===== src/rtl/cic_pkg.sv =====
// Shared types and constants for the CIC interpolator chain (upsampler, integrators, combs).
package cic_pkg;

  localparam int unsigned SAMPLE_W   = 32;
  localparam int unsigned CIC_R      = 8;
  localparam int unsigned FIFO_DEPTH = 2;

  typedef logic signed [SAMPLE_W-1:0] sample_t;

  // Pointer width that stays legal for a single-entry store.
  function automatic int unsigned ptr_w(input int unsigned depth);
    return (depth > 1) ? $clog2(depth) : 1;
  endfunction

endpackage


===== src/rtl/sample_fifo.sv =====
// Synchronous FIFO with registered occupancy; rst clears pointers and level.
module sample_fifo
  import cic_pkg::*;
#(
  parameter int unsigned WIDTH = SAMPLE_W,
  parameter int unsigned DEPTH = FIFO_DEPTH
) (
  input  logic                     clk,
  input  logic                     rst,
  input  logic                     push,
  input  logic [WIDTH-1:0]         wdata,
  input  logic                     pop,
  output logic [WIDTH-1:0]         rdata,
  output logic                     full,
  output logic                     empty,
  output logic [$clog2(DEPTH):0]   level
);

  localparam int unsigned PTR_W = ptr_w(DEPTH);
  localparam int unsigned LVL_W = $clog2(DEPTH) + 1;

  logic [WIDTH-1:0] mem_q [DEPTH];
  logic [PTR_W-1:0] wr_ptr_q, wr_ptr_d;
  logic [PTR_W-1:0] rd_ptr_q, rd_ptr_d;
  logic [LVL_W-1:0] level_q, level_d;
  logic             push_ok, pop_ok;

  assign full    = (level_q == LVL_W'(DEPTH));
  assign empty   = (level_q == '0);
  assign level   = level_q;
  assign rdata   = mem_q[rd_ptr_q];
  assign push_ok = push && !full;
  assign pop_ok  = pop && !empty;

  // Power-of-two depth lets the pointers wrap by natural overflow.
  always_comb begin
    wr_ptr_d = wr_ptr_q;
    rd_ptr_d = rd_ptr_q;
    level_d  = level_q;
    if (push_ok) begin
      wr_ptr_d = wr_ptr_q + PTR_W'(1);
    end
    if (pop_ok) begin
      rd_ptr_d = rd_ptr_q + PTR_W'(1);
    end
    case ({push_ok, pop_ok})
      2'b10:   level_d = level_q + LVL_W'(1);
      2'b01:   level_d = level_q - LVL_W'(1);
      default: level_d = level_q;
    endcase
  end

  always_ff @(posedge clk) begin
    if (rst) begin
      wr_ptr_q <= '0;
      rd_ptr_q <= '0;
      level_q  <= '0;
    end else begin
      wr_ptr_q <= wr_ptr_d;
      rd_ptr_q <= rd_ptr_d;
      level_q  <= level_d;
    end
  end

  // Storage carries no reset; stale entries are unreachable once pointers clear.
  always_ff @(posedge clk) begin
    if (push_ok) begin
      mem_q[wr_ptr_q] <= wdata;
    end
  end

endmodule


===== src/rtl/zero_stuff_upsampler.sv =====
// CIC rate expander: one buffered sample on phase 0, zeros on the other R-1 phases.
// Define ZOH_HOLD_EN to repeat the last phase-0 value instead of zero-stuffing.
module zero_stuff_upsampler
  import cic_pkg::*;
#(
  parameter int unsigned WIDTH = SAMPLE_W,
  parameter int unsigned R     = CIC_R,
  parameter int unsigned DEPTH = FIFO_DEPTH
) (
  input  logic                     clk,
  input  logic                     rst,
  input  logic                     run,
  input  logic signed [WIDTH-1:0]  in_data,
  input  logic                     in_valid,
  output logic                     in_ready,
  input  logic                     clr_underrun,
  output logic signed [WIDTH-1:0]  d_out,
  output logic                     out_stb,
  output logic                     underrun,
  output logic [$clog2(DEPTH):0]   fifo_level
);

  localparam int unsigned CNT_W = $clog2(R);

  logic [CNT_W-1:0]        cnt_q, cnt_d;
  logic signed [WIDTH-1:0] d_out_q, d_out_d;
  logic                    out_stb_q, out_stb_d;
  logic                    underrun_q, underrun_d;

  logic             fifo_push, fifo_pop, fifo_full, fifo_empty;
  logic [WIDTH-1:0] fifo_rdata;
  logic             phase0, last_phase, underrun_evt;

  assign in_ready     = !fifo_full;
  assign fifo_push    = in_valid && in_ready;
  assign phase0       = (cnt_q == '0);
  assign last_phase   = (cnt_q == CNT_W'(R - 1));
  assign fifo_pop     = run && phase0 && !fifo_empty;
  assign underrun_evt = run && phase0 && fifo_empty;

  sample_fifo #(
    .WIDTH (WIDTH),
    .DEPTH (DEPTH)
  ) u_fifo (
    .clk   (clk),
    .rst   (rst),
    .push  (fifo_push),
    .wdata (in_data),
    .pop   (fifo_pop),
    .rdata (fifo_rdata),
    .full  (fifo_full),
    .empty (fifo_empty),
    .level (fifo_level)
  );

  always_comb begin
    cnt_d      = cnt_q;
    d_out_d    = d_out_q;
    out_stb_d  = 1'b0;
    underrun_d = underrun_q;

    if (!run) begin
      cnt_d   = '0;
      d_out_d = '0;
    end else begin
      cnt_d = last_phase ? '0 : cnt_q + CNT_W'(1);
      if (phase0) begin
        out_stb_d = 1'b1;
        d_out_d   = fifo_empty ? '0 : fifo_rdata;
      end else begin
`ifdef ZOH_HOLD_EN
        d_out_d = d_out_q;
`else
        d_out_d = '0;
`endif
      end
    end

    // A new underrun outranks a clear landing on the same edge.
    if (underrun_evt) begin
      underrun_d = 1'b1;
    end else if (clr_underrun) begin
      underrun_d = 1'b0;
    end
  end

  always_ff @(posedge clk) begin
    if (rst) begin
      cnt_q      <= '0;
      d_out_q    <= '0;
      out_stb_q  <= 1'b0;
      underrun_q <= 1'b0;
    end else begin
      cnt_q      <= cnt_d;
      d_out_q    <= d_out_d;
      out_stb_q  <= out_stb_d;
      underrun_q <= underrun_d;
    end
  end

  assign d_out    = d_out_q;
  assign out_stb  = out_stb_q;
  assign underrun = underrun_q;

endmodule


===== config.mk =====
export PLATFORM = sky130hd
export DESIGN_NAME = zero_stuff_upsampler
export DESIGN_NICKNAME = d
export VERILOG_FILES = /design/src/rtl/cic_pkg.sv /design/src/rtl/sample_fifo.sv /design/src/rtl/zero_stuff_upsampler.sv
export SDC_FILE = /design/constraint.sdc
export NUM_CORES = 1
export LEC_CHECK = 0
export CAP_MARGIN = 5
export CORE_MARGIN = 5
export CORE_UTILIZATION = 50
export CTS_CLUSTER_SIZE = 20
export DETAILED_ROUTE_END_ITERATION = 10
export GPL_ROUTABILITY_DRIVEN = 0
export GPL_TIMING_DRIVEN = 1
export PLACE_DENSITY = 0.88
export SYNTH_ARGS = -nofsm -noshare
export SYNTH_HDL_FRONTEND = slang
export SYNTH_SLANG_ARGS = --single-unit

===== constraint.sdc =====
create_clock -name clk -period 2.05 [get_ports clk]
set_input_delay 0.41 -clock clk [delete_from_list [all_inputs] [get_ports clk]]
set_output_delay 0.41 -clock clk [all_outputs]
set_load 0.02 [all_outputs]

# --- Word-level counts from Yosys, hierarchy flattened ---
# Memories as Yosys holds them, arrays and structs flattened. A register that Yosys moved wholly into a read port is not among the register bits.
# Cells that the tools add are included.
# Widths: inputs -> output; s select.
word_totals:
  register_bits: 9
  ramBits: 64
  input_bits: 37
  out_inout_bits: 37
  word_cells: 39
  n_memories: 1
mem_list:
  columns: ["name", "depth", "word_bits", "rd", "rd_ports_with_merged_regs", "wr", "line", "source"]
  rows:
  - ["u_fifo.mem_q", 2, 32, 1, 1, 1, "sample_fifo.sv:22", "logic [WIDTH-1:0] mem_q [DEPTH];"]
op_classes:
  n_addsub: 5
  eq_ne: 4
  muxes: 6
  bitwise: 2
  reduce_logical: 15
ops:
  columns: ["cell", "n"]
  rows:
  - ["$logic_and 1x1->1", 6]
  - ["$mux 1", 5]
  - ["$eq 2x2->1 const B", 2]
  - ["$pmux 2 s2", 1]
  - ["$reduce_bool 2->1", 2]
  - ["$reduce_or 4->1", 1]
  - ["$add 3x1->3 const B", 1]
  - ["$eq 3x3->1 const B", 1]
  - ["$logic_not 3->1", 1]
  - ["$reduce_or 3->1", 1]
  - ["$add 1x1->1 const B", 2]
  - ["$add 2x1->2 const B", 1]
  - ["$eq 2x1->1 const B", 1]
  - ["$logic_not 1->1", 2]
  - ["$logic_not 2->1", 1]
  - ["$not 1->1", 2]
  - ["$reduce_or 2->1", 1]
  - ["$sub 2x1->2 const B", 1]

# --- Depth between registers and ports, before layout ---
# Gate-level depths: netlist (run 1).
logic_depth:
  word_depth: 6
  mapped_depth: 7
  depth_no_buf: 7

# --- Hierarchy ---
# Synthesis (run 1) repeated with hierarchy kept, for this count alone.
hier_totals:
  hier_cells: 220
  hier_area_um2: 3853.7
modules_own_cells:
  columns: ["module", "n_inst", "cells_per_inst", "area_per_inst_um2", "seq_area_each_um2"]
  rows:
  - ["sample_fifo", 1, 126, 2524.9, 2021.9]
  - ["zero_stuff_upsampler", 1, 94, 1328.8, 740.7]

# --- Worst setup path before layout (run 1) ---
# Ideal clock, no wire load.
synth_timing:
  path_type: "reg2reg"
  start: "register u_fifo.level_q[0], in the netlist u_fifo.level[0]"
  end: "memory u_fifo.mem_q[1][0] (netlist name), enable pin"
  setup_ns: 0.392
  t_arrival_ns: 1.758
  t_required_ns: 1.658
  slack_ns: -0.100
  path_stages_with_launch: 3
  n_path_buf: 0
  period_less_slack_ns: 2.150
  cell_sequence: "dfxtp_1 > nand2b_1 > and3_1"
synth_between:
  elab_chain_cells: 6
synth_lines:
  columns: ["element", "line", "source"]
  rows:
  - ["start: declaration", "sample_fifo.sv:25", "logic [LVL_W-1:0] level_q, level_d;"]
  - ["start signal: assignment", "sample_fifo.sv:61", "level_q <= level_d;"]
  - ["$eq 2x2->1 (*)", "sample_fifo.sv:28", "assign full = (level_q == LVL_W'(DEPTH));"]
  - ["$logic_not 1->1 (*)", "zero_stuff_upsampler.sv:34", "assign in_ready = !fifo_full;"]
  - ["named net in_ready", "zero_stuff_upsampler.sv:15", "output logic in_ready,"]
  - ["$logic_and 1x1->1", "zero_stuff_upsampler.sv:35", "assign fifo_push = in_valid && in_ready;"]
  - ["$logic_and 1x1->1 (*)", "sample_fifo.sv:32", "assign push_ok = push && !full;"]
  - ["$mux 1 (*)", "sample_fifo.sv:67", "if (push_ok) begin"]
  - ["$mux 1 (implied by the code) (*)", "sample_fifo.sv:68", "mem_q[wr_ptr_q] <= wdata;"]
  - ["end: declaration", "sample_fifo.sv:22", null]
# Mark *: on every way through the listed nets, which the timed path passes. The rest lies on a longest branch.

# --- Worst setup path in the final report (run 1) ---
layout_timing:
  start: "register u_fifo.level_q[0], in the netlist u_fifo.level[0]"
  end: "output fifo_level[0]"
layout_rtl:
  columns: ["element", "line", "source"]
  rows:
  - ["end: declaration", "zero_stuff_upsampler.sv:20", "output logic [$clog2(DEPTH):0] fifo_level"]
# No word-level cell between the ends.

==> impl_metrics.tcl, run 1 <==
set metrics [dict create \
    crit_path_cell_trace "clkdlybuf4s50_1" \
    drive_gt1_share_pct 10.1 \
    synth_area_leader_cell "edfxtp_1" \
    cp_top_family "buffers and inverters" \
    areaGrowthSynthToFinish_pct 30.4 \
    drc 0 \
    start_util_pct 51.1 \
    drt_pre_antenna_iters 4 \
    powerDensity_nw_per_um2 1040 \
    path_clk_slew_ns 0.09 \
    critPathArrivalTime_ns 1.47 \
    synth_warnings 0 \
    drt_wl_total_mm 5.55 \
    ant_nets 0 \
    holdCritPathClass "register to register" \
    grt_max_degree 33 \
    wl_per_cell_um 14.7 \
    holdWs_ns 0.479 \
    ys_top_cells_by_count "edfxtp_1 (64), dfxtp_1 (41), nor2_1 (36), mux2i_1 (32), buf_2 (7)" \
    async_flop_share_pct 0 \
    synth_edf_count 64 \
    netlist_area_um2 3450 \
    synthCells 208 \
    clk_latency_ns 0.35 \
    fin_crit_ns 1.88 \
    fp.dieW_um 93.1 \
    cpPeakStageDelay_ns 0.66 \
    hold_viol_final 0 \
    syn_avg_cell_area_um2 16.6 \
    max_clock_freq_mhz 533 \
    slew_viol_final 0 \
    layout.cells.non_filler 378 \
    antenna_found_initial 0 \
    grt-ovfl-total 0 \
    fin_skew_ns 0.00940 \
    ir_worst_vdd_mv 0.557 \
    die_h_um 93.1 \
    cts_root_buf "clkbuf_8" \
    critPathCaptureType "output pin" \
    min_period_over_period_pct 91.5 \
    tightest_slew_ns 0.314 \
    viasPerCell 4.94 \
    yosys-top-cells-area "edfxtp_1 (56%), dfxtp_1 (24%), mux2i_1 (9.3%), nor2_1 (3.9%), ha_1 (1.4%)" \
    cts_max_path_buffers 2 \
    synth_most_common_cell "edfxtp_1" \
    die-area_um2 8670 \
    cp-start-kind "register" \
    maxCapViolCount 0 \
    numCtsBuffers 9 \
    grt_use_total_pct 13.7 \
    ys.flop_type "edfxtp_1" \
    h-tree-depth 3 \
    io_buffers 73 \
    cp_max_fo 6 \
    grt_pass1_wl_mm 8.88 \
    yosysSeqAreaShare_pct 79.4 \
    finalPower_mw 4.66 \
    drt-initial-drc-count 70 \
    io_pins 74 \
    holdBufCountCts 0 \
    relSlewSlack_pct 79.1 \
    synth_nets 249 \
    status "finished clean" \
    r2r_setup_slack_ns 0.28 \
    setup_violations 0 \
    worst-path-buf-inv 1 \
    rows 30 \
    required_ns 1.64 \
    rsz0062_at_grt "false" \
    place_hpwl_mm 3.92 \
    path_class "register to output pin" \
    power.leakage_nw 1.57 \
    final_nets 334 \
    place_inst 362 \
    cts_tree "yes" \
    ys_ff_latch 105 \
    core_area_um2 6760 \
    routed-via-count 1867 \
    netlist.area_leader.share_pct 55.7 \
    antenna_cells 0 \
    cts_sinks 105 \
    cpMaxStageDelayCell "clkdlybuf4s50_1" \
    grt_pass1_vias 1910 \
    synthDistinctLibCells 24 \
]
registers in the layout, summed over array words and instances (netlist names):
register / cells
d_out: 32
underrun: 1
u_fifo.rd_ptr_q: 1
u_fifo.wr_ptr_q: 1
cnt_q: 3
u_fifo.mem_q: 64
out_stb: 1
u_fifo.level: 2
metrics by stage:
step                      setup TNS [ns]  worst slack [ns]  cell area [µm²]  utilization (%)
after floorplan                        0            0.0170             3450                -
after global placement                 0            0.0902             4320             64.0
final                                  0             0.174             4500             66.7
after global routing                   0             0.105             4500             66.7
after CTS                              0             0.146             4500             66.7
after detailed placement        -0.00879          -0.00879             4320             64.0
report_power, final:
group | total [mW] | internal (mW) | switching (mW)
clock | 1.13 | 0.484 | 0.648
sequential | 2.60 | 2.51 | 0.0875
combinational | 0.930 | 0.441 | 0.489
cell families (layout without fill, tap and decap cells):
family,count (synthesis),count (layout),synth area share (%)
compound gates,6,6,1.23
xor+xnor,2,2,0.507
fa+ha+maj,4,4,1.45
buf+inv,10,100,1.34
flops,105,105,79.4
mux,33,33,9.60
simple gates,48,48,6.45
worst reg2reg max path, cell delays in order (launching register included):
cell and delay (ns):
dfxtp_1 0.34, inv_1 0.06, ha_1 0.20, and4bb_2 0.24
ha_1 0.33, or3_1 0.36, a21oi_1 0.16
per-layer routing:
metal / share of wire (%) / track usage, % / up-vias
met2: 53 / 24.2 / 50
met4: 2.2 / 6.47 / 0
met3: 4.4 / 3.86 / 12
met1: 40 / 15.2 / 901
li1: - / - / 904
met5: 0 / 0 / -
timing repair:
item	4_1_cts	5_1_grt
setup endpoints to repair	1	0
resized for setup	1	0
buffers inserted	0	0
hold endpoints to repair	0	0
final timing paths:
check,start,endpoint,cells past startpoint
max reg2reg,cnt_q[0],u_fifo.level[1],6
min reg2reg,u_fifo.mem_q[0][21],d_out[21],2
max,u_fifo.level[0],fifo_level[0],1
min,u_fifo.mem_q[0][21],d_out[21],2
cell type report:
cell class / count / area [µm²]
inverters: 3 / 11.3
repair buffers: 81 / 802
well taps: 80 / 100
clock buffers: 11 / 141
fillers: 470 / 2250
clock inverters: 5 / 40.0
flip-flops and latches: 105 / 2740
multi-input cells: 93 / 666
layout by cell type, fill, tap and decap left out:
cell type	instances
and4bb_2	2
and2_1	3
inv_8	1
edfxtp_1	64
a22o_1	1
dfxtp_2	1
nor3b_1	1
dlygate4sd2_1	1
clkinv_2	1
a21bo_2	1
and3_2	1
nor2b_1	1
or3_1	1
clkdlybuf4s50_1	72
a21oi_1	2
xnor2_1	1
inv_1	3
nor2_1	36
clkbuf_1	1
nand2_1	1
xor2_1	1
nand3b_1	1
dfxtp_1	40
clkinvlp_4	2
clkbuf_8	10
nand2b_1	1
mux2_2	1
ha_1	4
o21ai_2	1
clkinv_4	1
buf_12	1
buf_4	7
o21ai_0	1
mux2i_1	32
No activity file was read; power rests on OpenSTA's default activity.
==> run 2: changes to the inputs <==
--- a/config.mk
+++ b/config.mk
@@ -6,13 +6,15 @@
 export NUM_CORES = 1
 export LEC_CHECK = 0
 export CAP_MARGIN = 5
-export CORE_MARGIN = 5
+export CORE_ASPECT_RATIO = 0.75
+export CORE_MARGIN = 2
 export CORE_UTILIZATION = 50
 export CTS_CLUSTER_SIZE = 20
 export DETAILED_ROUTE_END_ITERATION = 10
 export GPL_ROUTABILITY_DRIVEN = 0
 export GPL_TIMING_DRIVEN = 1
 export PLACE_DENSITY = 0.88
+export RECOVER_POWER = 100
 export SYNTH_ARGS = -nofsm -noshare
 export SYNTH_HDL_FRONTEND = slang
 export SYNTH_SLANG_ARGS = --single-unit
==> run 2 against run 1 <==
- non-clock buffer count is the same
- sequential power grew 2%
- flip-flop and latch count is the same
- critical path depth is the same
- total power grew 0.58%
- global-route usage grew 2.9 points
- register-to-register slack gained 0.02 ns
- hold slack gained 0.0027 ns
- largest power group unchanged
- highest routed layer unchanged
==> impl_metrics.tcl, run 2 (synthesis gave the netlist of run 1 again) <==
set metrics [dict create \
    cp-start-kind "register" \
    post-cts-setup-buffers 0 \
    clk_latency_ns 0.35 \
    reg2regPathDepth 6 \
    seq_area_um2 2740 \
    crit_path_cell_trace "clkdlybuf4s50_1" \
    viasPerCell 4.93 \
    hold_viol_final 0 \
    n_fill_cell 472 \
    rows 26 \
    multi_input_area_um2 661 \
    final_nets 334 \
    grt_pass1_vias 1912 \
    grt_use_total_pct 16.6 \
    holdBufCountCts 0 \
    final_cell_mix "dlygate4sd3_1 (67), edfxtp_1 (64), dfxtp_1 (40)" \
    ant_nets 0 \
    required_ns 1.64 \
    io_buffers 73 \
    cts_tree "yes" \
    cpMaxStageDelayCell "clkdlybuf4s50_1" \
    worst-path-buf-inv 1 \
    fin_skew_ns 0.00648 \
    min_delay_path_depth 2 \
    rsz0062_at_grt "false" \
    slew_viol_final 0 \
    cp_top_family "buffers and inverters" \
    setup_violations 0 \
    drt_pre_antenna_iters 4 \
    p_int_mw 3.43 \
    tns_ns 0 \
    clockPowerShare_pct 25.7 \
    maxCapViolCount 0 \
    status "finished clean" \
    tightest_slew_ns 0.563 \
    die-area_um2 7590 \
    fp.dieW_um 100 \
    ir_worst_vdd_mv 0.635 \
    power.leakage_nw 1.70 \
    max_clock_freq_mhz 532 \
    cpPeakStageDelay_ns 0.66 \
    power_frac_comb_pct 17.9 \
    final_common_cell "dlygate4sd3_1" \
    holdWs_ns 0.482 \
    drt_wl_total_mm 5.87 \
    place_hpwl_mm 4.08 \
    grt-ovfl-total 0 \
    critPathArrivalTime_ns 1.47 \
    drc 0 \
    io_pins 74 \
    h-tree-depth 3 \
    cts_max_path_buffers 2 \
    grt_pass1_wl_mm 9.40 \
    holdCritPathClass "register to register" \
    largest_reg_flops 64 \
    antenna_found_initial 1 \
    cts_sinks 105 \
    switching_share_pct 26.8 \
    relSlewSlack_pct 62.5 \
    numCtsBuffers 9 \
    start_util_pct 51.3 \
    fin_crit_ns 1.88 \
    p_sw_mw 1.26 \
    routed-via-count 1888 \
    core_area_um2 6730 \
    critPathCaptureType "output pin" \
    powerDensity_nw_per_um2 1040 \
    drt-initial-drc-count 74 \
    grt_max_degree 21 \
    pwr-share-seq_pct 56.3 \
    regMostFlops "u_fifo.mem_q" \
    wl_per_cell_um 15.3 \
    cp_max_fo 6 \
    path_clk_slew_ns 0.09 \
    path_class "register to output pin" \
    die_h_um 76.0 \
    cts_root_buf "clkbuf_8" \
    drive_gt1_share_pct 8.72 \
    min_period_over_period_pct 91.7 \
    cp.depth 1 \
    areaGrowthSynthToFinish_pct 30.4 \
]
==> run 2: timing repair <==
item,4_1_cts,5_1_grt
setup endpoints to repair,1,1
pin swaps,0,0
hold endpoints to repair,0,0
resized for setup,1,1
==> run 2: area by class of cell <==
cell class                      instances  area share (%)
Antenna cell                            1          0.0556
Clock inverter                          6            1.08
Inverter                                3           0.250
Multi-Input combinational cell         93            14.7
Sequential cell                       105            61.0
Timing Repair Buffer                   81            17.3
Clock buffer                           10            3.31
Tap cell                               84            2.33
==> run 2: path summary, 6_finish.rpt <==
kind              slack (ns)              end                from
hold reg to reg         0.48         d_out[2]  u_fifo.mem_q[0][2]
setup / recovery        0.17    fifo_level[0]     u_fifo.level[0]
hold / removal          0.48         d_out[2]  u_fifo.mem_q[0][2]
setup reg to reg        0.30  u_fifo.level[1]            cnt_q[0]
==> run 2: power groups by stage <==
stage	Sequential [mW]	Combinational (mW)	Clock, mW
3_5_place_dp	2.70	0.933	0
6_report	2.64	0.842	1.21
4_1_cts	2.66	0.938	1.25
2_1_floorplan	2.74	0.460	0
3_3_place_gp	2.68	0.908	0
5_1_grt	2.67	0.913	1.34
==> run 2: layer usage <==
layer  vias up  GRT usage, %  share of wire, %
met4         0          4.79              0.89
met5         -             0                 0
met2        71          26.4                48
li1        911             -                 -
met1       898          21.5                44
met3         8          6.06               6.8
==> run 2: metrics by stage <==
step / setup WS, ns / power, mW / util (%) / instance area [µm²] / cells
after floorplan: 0.0170 / 3.20 / - / 3450 / 208
final: 0.170 / 4.69 / 66.9 / 4500 / 383
after CTS: 0.00520 / 4.84 / 67.6 / 4550 / 382
after global routing: 0.0985 / 4.92 / 66.9 / 4500 / 383
after global placement: 0.0831 / 3.59 / 64.7 / 4350 / 366
after detailed placement: 0.0269 / 3.63 / 64.7 / 4350 / 366
==> run 2: worst register-to-register path: stages (launching register included) <==
cell and delay, ns:
dfxtp_1 0.35, inv_1 0.05, ha_1 0.22, and4bb_2 0.25
ha_1 0.33, or3_1 0.35, a21oi_1 0.14
==> run 3: changes to the inputs <==
==> constraint.sdc (replaced) <==
create_clock -name clk -period 2.05 [get_ports clk]
set_input_delay 0.5125 -clock clk [delete_from_list [all_inputs] [get_ports clk]]
set_output_delay 0.5125 -clock clk [all_outputs]
set_load 0.02 [all_outputs]
==> run 3 against run 2 <==
- clock-buffer cell count stayed put
- cell count is 0.26% lower
- clock power is 9.9% higher
- non-clock buffer count stayed put
- cell area is 0.39% higher
- die area stayed put
- first-iteration DRC count is 36% lower
- flip-flop and latch count stayed put
- via count is 1.7% lower
- largest power group unchanged
- highest routed layer is now met5
==> impl_metrics.tcl, run 3 (synthesis gave the netlist of run 1 again) <==
set metrics [dict create \
    status "finished clean" \
    viasPerCell 4.86 \
    busiest_layer "met2" \
    path_class "register to output pin" \
    die_h_um 76.0 \
    cts_tree "yes" \
    holdCritPathClass "register to register" \
    cts_root_buf "clkbuf_8" \
    cts_max_path_buffers 2 \
    cpMaxStageDelayCell "dfxtp_1" \
    cp_max_fo 6 \
    slew_viol_final 0 \
    largest_reg_flops 64 \
    grt_max_degree 24 \
    drc 0 \
    tightest_slew_ns 0.622 \
    drt-initial-drc-count 47 \
    power.leakage_nw 1.70 \
    required_ns 1.54 \
    ir_worst_vdd_mv 0.730 \
    io_pins 74 \
    grt_pass1_vias 1855 \
    relSlewSlack_pct 58.6 \
    worst-path-buf-inv 1 \
    critPathCaptureType "output pin" \
    regMostFlops "u_fifo.mem_q" \
    path_clk_slew_ns 0.09 \
    die-area_um2 7590 \
    drive_gt1_share_pct 8.72 \
    n_fill_cell 461 \
    ant_nets 0 \
    drt_wl_total_mm 5.71 \
    cp-start-kind "register" \
    grt_pass1_wl_mm 9.03 \
    maxCapViolCount 0 \
    core_area_um2 6730 \
    io_buffers 73 \
    crit_path_cell_trace "nand2b_1 > dlygate4sd2_1" \
    clk_latency_ns 0.35 \
    drt_pre_antenna_iters 4 \
    hold_viol_final 0 \
    areaGrowthSynthToFinish_pct 30.9 \
    grt_use_met1_pct 20.5 \
    antenna_found_initial 1 \
    final_cell_mix "dlygate4sd3_1 (66), edfxtp_1 (64), dfxtp_1 (40)" \
    place_hpwl_mm 3.84 \
    r2r_setup_slack_ns 0.22 \
    min_period_over_period_pct 93.2 \
    holdBufCountCts 0 \
    fp.dieW_um 100 \
    h-tree-depth 3 \
    critPathArrivalTime_ns 1.40 \
    grt_use_total_pct 15.9 \
    setup_violations 0 \
    finalPower_mw 4.80 \
    antenna_cells 0 \
    cpPeakStageDelay_ns 0.45 \
    final_common_cell "dlygate4sd3_1" \
    fin_crit_ns 1.91 \
    globalRouteMet3Util_pct 7.06 \
    numCtsBuffers 9 \
    wl_per_cell_um 15.0 \
    final_nets 334 \
    fin_skew_ns 0.0100 \
    rsz0062_at_grt "false" \
    powerDensity_nw_per_um2 1060 \
    met2_usage_pct 25.2 \
    rows 26 \
    final_util_pct 67.1 \
    grt-ovfl-total 0 \
    cp_top_family "flip-flops" \
    start_util_pct 51.3 \
    cts_sinks 105 \
    routed-via-count 1856 \
    max_clock_freq_mhz 523 \
]
==> run 3: cell types whose count changed in the layout (fill, tap and decap cells not counted), sizes merged <==
cell | before | now
bufinv | 0 | 1
clkinvlp | 1 | 0
diode | 1 | 0
dlygate4sd2 | 0 | 1
dlygate4sd3 | 67 | 66
==> run 3: per-layer routing <==
| layer | routed length (µm) | share of wire (%) |
|---|---|---|
| met1 | 2580 | 45 |
| met2 | 2670 | 47 |
| met3 | 407 | 7.1 |
| met4 | 44 | 0.77 |
| met5 | 13 | 0.23 |
==> run 3: where the power goes <==
part           switching (mW)  internal, mW
logic                   0.456         0.381
clock network           0.677         0.652
registers               0.122          2.52
total                    1.25          3.55
==> run 3: cell type report <==
type | count | area [µm²] | area share, %
Tap cell | 84 | 105 | 2.33
Clock inverter | 6 | 71.3 | 1.58
Multi-Input combinational cell | 93 | 661 | 14.6
Timing Repair Buffer | 81 | 778 | 17.2
Sequential cell | 105 | 2740 | 60.7
Inverter | 3 | 11.3 | 0.249
Clock buffer | 10 | 149 | 3.29
==> run 3: through the flow <==
step	instances	worst slack (ns)	cell area, µm²	setup TNS, ns	hold WS, ns
detailed placement	366	-0.0492	4370	-0.0492	0.469
global placement	366	-0.0167	4370	-0.0167	0.455
global route	382	0.0291	4520	0	0.503
floorplan	208	0.0170	3450	0	0.453
CTS	382	0.0124	4590	0	0.492
finish	382	0.139	4520	0	0.485
==> run 3: repair_timing <==
| action | CTS | global route |
|---|---|---|
| gates resized for setup | 1 | 1 |
| endpoints found under the setup margin | 1 | 1 |
| setup buffers | 0 | 0 |
==> run 3: worst paths after layout <==
kind | cells after the start | endpoint | start
worst max-delay path | 2 | in_ready | u_fifo.level[0]
worst min register to register | 2 | d_out[7] | u_fifo.mem_q[0][7]
worst min-delay path | 2 | d_out[7] | u_fifo.mem_q[0][7]
worst max register to register | 4 | u_fifo.mem_q[0][11] | u_fifo.level[0]
==> run 3: tightest hold or removal path, stage by stage (launching register included) <==
cell and delay [ns]:
edfxtp_1 0.33, mux2i_1 0.06, nor2_1 0.07
